===== src/rtl/alu_ctrl_branch_clkdiv.sv =====
// Execute-stage helper: ALU command decoder, branch-taken gate and an even-ratio clock divider.
// Decode and gate are combinational; only the divider holds state.
module alu_ctrl_branch_clkdiv #(
    parameter int unsigned DIVISOR = 4
) (
    input  logic       i_clk,
    input  logic       i_reset,
    input  logic [1:0] i_alu_op,
    input  logic [6:0] i_func7,
    input  logic [2:0] i_func3,
    output logic [3:0] o_alu_ctrl,
    output logic       o_illegal,
    input  logic       i_zero,
    input  logic       i_branch,
    output logic       o_pc_sel,
    output logic       o_clk_div,
    output logic       o_div_tick
);

    localparam logic [3:0] AluAnd  = 4'b0000;
    localparam logic [3:0] AluOr   = 4'b0001;
    localparam logic [3:0] AluAdd  = 4'b0010;
    localparam logic [3:0] AluXor  = 4'b0011;
    localparam logic [3:0] AluSll  = 4'b0100;
    localparam logic [3:0] AluSrl  = 4'b0101;
    localparam logic [3:0] AluSub  = 4'b0110;
    localparam logic [3:0] AluSlt  = 4'b0111;
    localparam logic [3:0] AluSltu = 4'b1000;
    localparam logic [3:0] AluSra  = 4'b1001;
    localparam logic [3:0] AluIll  = 4'b1111;

    localparam logic [6:0] F7Base = 7'b0000000;
    localparam logic [6:0] F7Alt  = 7'b0100000;

    logic w_f7_base;
    logic w_f7_alt;

    assign w_f7_base = (i_func7 == F7Base);
    assign w_f7_alt  = (i_func7 == F7Alt);

    // Anything not explicitly matched falls through to the illegal code.
    always_comb begin
        o_alu_ctrl = AluIll;
        unique case (i_alu_op)
            2'b00: o_alu_ctrl = AluAdd;
            2'b01: o_alu_ctrl = AluSub;
            2'b10: begin
                case (i_func3)
                    3'b000: begin
                        if (w_f7_base)     o_alu_ctrl = AluAdd;
                        else if (w_f7_alt) o_alu_ctrl = AluSub;
                    end
                    3'b001:  if (w_f7_base) o_alu_ctrl = AluSll;
                    3'b010:  if (w_f7_base) o_alu_ctrl = AluSlt;
                    3'b011:  if (w_f7_base) o_alu_ctrl = AluSltu;
                    3'b100:  if (w_f7_base) o_alu_ctrl = AluXor;
                    3'b101: begin
                        if (w_f7_base)     o_alu_ctrl = AluSrl;
                        else if (w_f7_alt) o_alu_ctrl = AluSra;
                    end
                    3'b110:  if (w_f7_base) o_alu_ctrl = AluOr;
                    3'b111:  if (w_f7_base) o_alu_ctrl = AluAnd;
                    default: o_alu_ctrl = AluIll;
                endcase
            end
            2'b11: begin
                // Immediate forms: func7 only qualifies the shift encodings.
                case (i_func3)
                    3'b000:  o_alu_ctrl = AluAdd;
                    3'b001:  if (w_f7_base) o_alu_ctrl = AluSll;
                    3'b010:  o_alu_ctrl = AluSlt;
                    3'b011:  o_alu_ctrl = AluSltu;
                    3'b100:  o_alu_ctrl = AluXor;
                    3'b101: begin
                        if (w_f7_base)     o_alu_ctrl = AluSrl;
                        else if (w_f7_alt) o_alu_ctrl = AluSra;
                    end
                    3'b110:  o_alu_ctrl = AluOr;
                    3'b111:  o_alu_ctrl = AluAnd;
                    default: o_alu_ctrl = AluIll;
                endcase
            end
            default: o_alu_ctrl = AluIll;
        endcase
    end

    assign o_illegal = (o_alu_ctrl == AluIll);
    assign o_pc_sel  = i_zero & i_branch;

    localparam int unsigned Half = DIVISOR / 2;
    localparam int unsigned CntW = (Half > 1) ? $clog2(Half) : 1;
    localparam logic [CntW-1:0] CntLast = CntW'(Half - 1);

    logic [CntW-1:0] r_cnt;
    logic            r_clk_div;
    logic            r_div_tick;
    logic            w_wrap;

    assign w_wrap = (r_cnt == CntLast);

    always_ff @(posedge i_clk) begin
        if (!i_reset) begin
            r_cnt      <= '0;
            r_clk_div  <= 1'b0;
            r_div_tick <= 1'b0;
        end else begin
            // Tick lands together with the 0->1 transition of the divided clock.
            r_div_tick <= w_wrap & ~r_clk_div;
            if (w_wrap) begin
                r_cnt     <= '0;
                r_clk_div <= ~r_clk_div;
            end else begin
                r_cnt <= r_cnt + CntW'(1);
            end
        end
    end

    assign o_clk_div  = r_clk_div;
    assign o_div_tick = r_div_tick;

endmodule


===== config.mk =====
export PLATFORM = sky130hd
export DESIGN_NAME = alu_ctrl_branch_clkdiv
export DESIGN_NICKNAME = d
export VERILOG_FILES = /design/src/rtl/alu_ctrl_branch_clkdiv.sv
export SDC_FILE = /design/constraint.sdc
export NUM_CORES = 1
export LEC_CHECK = 0
export CAP_MARGIN = 20
export CORE_AREA = 2 2 39 41
export CTS_CLUSTER_SIZE = 25
export DETAILED_ROUTE_END_ITERATION = 8
export DIE_AREA = 0 0 41 43
export PLACE_DENSITY = 0.65
export SYNTH_ARGS = -nofsm -noshare
export SYNTH_HDL_FRONTEND = slang
export SYNTH_SLANG_ARGS = --single-unit

===== constraint.sdc =====
create_clock -name i_clk -period 4 [get_ports i_clk]
set_input_delay 1 -clock i_clk [delete_from_list [all_inputs] [get_ports i_clk]]
set_output_delay 1 -clock i_clk [all_outputs]
set_load 0.02 [all_outputs]

==> impl_metrics.tcl, run 1 <==
set metrics [dict create \
    status "complete, no violations" \
    worstHoldPathType "flop to flop" \
    core-area_um2 1384 \
    ioPinCount 24 \
    hold_viol 0 \
    io_buffers 23 \
    htreeDepth 1 \
    cts-root-buf "clkbuf_4" \
    cts_hold_buf 0 \
    grt_max_degree 9 \
    finClkSkew_ns 0.005646 \
    start_util_pct 27.40 \
    max_cap_viol_count 0 \
    synthesis.area_um2 379.1 \
    critical_path_class "primary input to output port" \
    finalSetupTns_ns 0 \
    track_usage_pct 13.19 \
    dieArea_um2 1763 \
    die_w_um 41 \
    grt_pass1_vias 451 \
    clk_pin_slew_ns 0.04 \
    critPathMaxFanout 2 \
    via_per_inst 5.206 \
    wirelength_mm 1.040 \
    crit_chain "clkdlybuf4s50_1 -> or4_4 -> nor4b_4 -> o221ai_2 -> clkdlybuf4s50_1" \
    fmax_ghz 0.2542 \
    ys_ff_latch 3 \
    synth.net_count 67 \
    yosysUniqueCellTypes 30 \
    worst_setup_path_end_kind "output port" \
    synthFlopType "dfxtp_1" \
    post-route-util_pct 49.91 \
    cp.required_ns 3.00 \
    powerDensity_nw_per_um2 225.0 \
    seq_area_frac_synth_pct 15.84 \
    worst_path_most_repeated_cell "clkdlybuf4s50_1" \
    grt.overflow.total 0 \
    synth-warning-count 0 \
    relSlewSlack_pct 81.26 \
    ctsResizeCount 1 \
    final_antenna_net_count 0 \
    rsz0062_at_grt "false" \
    cp_slowest_stage_delay_ns 0.56 \
    die_h_um 43 \
    num-fill-cells 137 \
    synth_async_sr_flop_share_pct 0 \
    cts_tree "built" \
    synth_edf_count 0 \
    slew_violations 0 \
    row_count 14 \
    arrival_ns 2.93 \
    grt_pass1_wl_mm 1.628 \
    dp_hpwl_um 873.6 \
    nets 98 \
    avgSynthCellArea_um2 7.434 \
    vdd_drop_max_mv 0.06616 \
    post_drt_wl_per_cell_um 10.72 \
    route.detailed.drc 0 \
    power_leakage_nw 0.2702 \
    antenna_found_initial 0 \
    postCtsSetupRepairBufs 0 \
    vias 505 \
    cts.sinks 3 \
    slowest_stage "or4_4" \
    antenna_cells 0 \
    layout-drive-gt1-share_pct 14.81 \
    worst_setup_path_start_kind "primary input" \
    period_needed_ns 3.934 \
    area_delta_synth_final_pct 82.18 \
    setup_violations 0 \
    syn_inst 51 \
    period_share_pct 98.35 \
    clock_latency_ns 0.23 \
    drt_first_pass_iters 2 \
    place.gp.congestion 0.8076 \
    drtIter0Drc 1 \
    cts_max_path_buffers 2 \
    cts_buffers 3 \
    worst_pin_slew_ns 0.2800 \
]
critical path: cells and delay by family:
kind                   cells  cell delay, ns
buffers and inverters      2            0.97
AOI/OAI and AO/OA          1            0.13
and+or+nand+nor            2            0.83
synthesized netlist by cell type, drive strengths merged, types with 2 or more instances:
cell | n | share of area (%)
o21a | 2 | 4.0
nor2 | 2 | 2.0
clkbuf | 3 | 3.0
nand2 | 6 | 5.9
a21boi | 3 | 5.9
nand3b | 2 | 4.0
o21ai | 4 | 5.3
and2 | 2 | 3.3
dfxtp | 3 | 16
a211oi | 2 | 4.0
nand2b | 2 | 3.3
o221ai | 2 | 6.3
nor2b | 4 | 6.6
cell usage in the layout (no fill, tap or decap), types with 2 or more instances in the layout:
master and n:
clkdlybuf4s50_1 21, nand2_1 6, buf_4 6, nor2b_1 4, o21ai_1 3, clkbuf_4 3
dfxtp_1 3, nand2b_1 2, nand3b_1 2, nor2_1 2, o21a_1 2, a21boi_1 2
a211oi_1 2, and2_1 2
area by class of cell:
| type | count | area (um2) | area share [%] |
|---|---|---|---|
| inverter | 1 | 3.754 | 0.5435 |
| sequential | 3 | 60.06 | 8.696 |
| clock buffer | 4 | 26.28 | 3.804 |
| multi-input combinational | 44 | 304.0 | 44.02 |
| timing repair buffer | 29 | 276.5 | 40.04 |
| tap | 16 | 20.02 | 2.899 |
cells by family after synthesis:
group / Yosys count / share of synthesized area (%)
XOR/XNOR: 2 / 4.621
AO/OA/AOI/OAI: 17 / 33.00
flip-flops: 3 / 15.84
buffers and inverters: 4 / 3.959
AND/OR/NAND/NOR: 25 / 42.57
registers in the layout, indices dropped and copies added (netlist names):
name / cells
o_clk_div: 1
o_div_tick: 1
r_cnt: 1
worst paths after layout:
kind	startpoint	end	slack, ns	cells past startpoint
max	i_func7[1]	o_alu_ctrl[3]	0.07	5
min reg2reg	o_clk_div$_SDFFE_PN0P_	o_div_tick$_SDFF_PN0_	0.44	1
max reg2reg	o_clk_div$_SDFFE_PN0P_	o_clk_div$_SDFFE_PN0P_	3.26	2
min	o_clk_div$_SDFFE_PN0P_	o_div_tick$_SDFF_PN0_	0.44	1
metal layers:
| layer | part of all wire (%) | global-route usage, % | vias up |
|---|---|---|---|
| li1 | - | - | 253 |
| met1 | 41 | 14.24 | 236 |
| met2 | 54 | 22.19 | 16 |
| met3 | 5.1 | 0 | 0 |
| met4 | 0 | 10.67 | 0 |
| met5 | 0 | 0 | - |
where the power goes:
group | switching (mW) | internal [mW]
logic | 0.0302 | 0.0378
registers | 0.00177 | 0.0326
clock network | 0.0157 | 0.0374
per-stage QoR:
stage	instance area (um2)	hold WS (ns)	worst slack [ns]	total power [mW]	std cells
floorplan	379.1	0.4314	0.7582	0.06578	51
global placement	663.1	0.4405	-0.07064	0.1032	93
detailed placement	663.1	0.4480	-0.07693	0.1038	93
CTS	688.2	0.4493	0.04953	0.1603	97
global route	690.7	0.4630	0.01133	0.1669	97
finish	690.7	0.4440	0.06584	0.1554	97
Power figures use the tool's default switching activity.
==> run 2, diff against run 1 <==
Settings changed: CAP_MARGIN 20 to not set, MAX_ROUTING_LAYER set to met4.
==> results of run 2 <==
The final DEF is identical to that of run 1; final timing and power are the same.
Main changes from that run: final weighted congestion in routability-driven placement 0.8076 -> 0.8195; overall routing resource usage 13.19% -> 13.51%
==> run 3, diff against run 2 <==
Settings changed: SKIP_LAST_GASP set to 1.
==> results of run 3 <==
The final DEF is identical to that of run 1; final timing and power are the same.
Main changes from that run: final weighted congestion in routability-driven placement 0.8076 -> 0.8195; overall routing resource usage 13.19% -> 13.51%
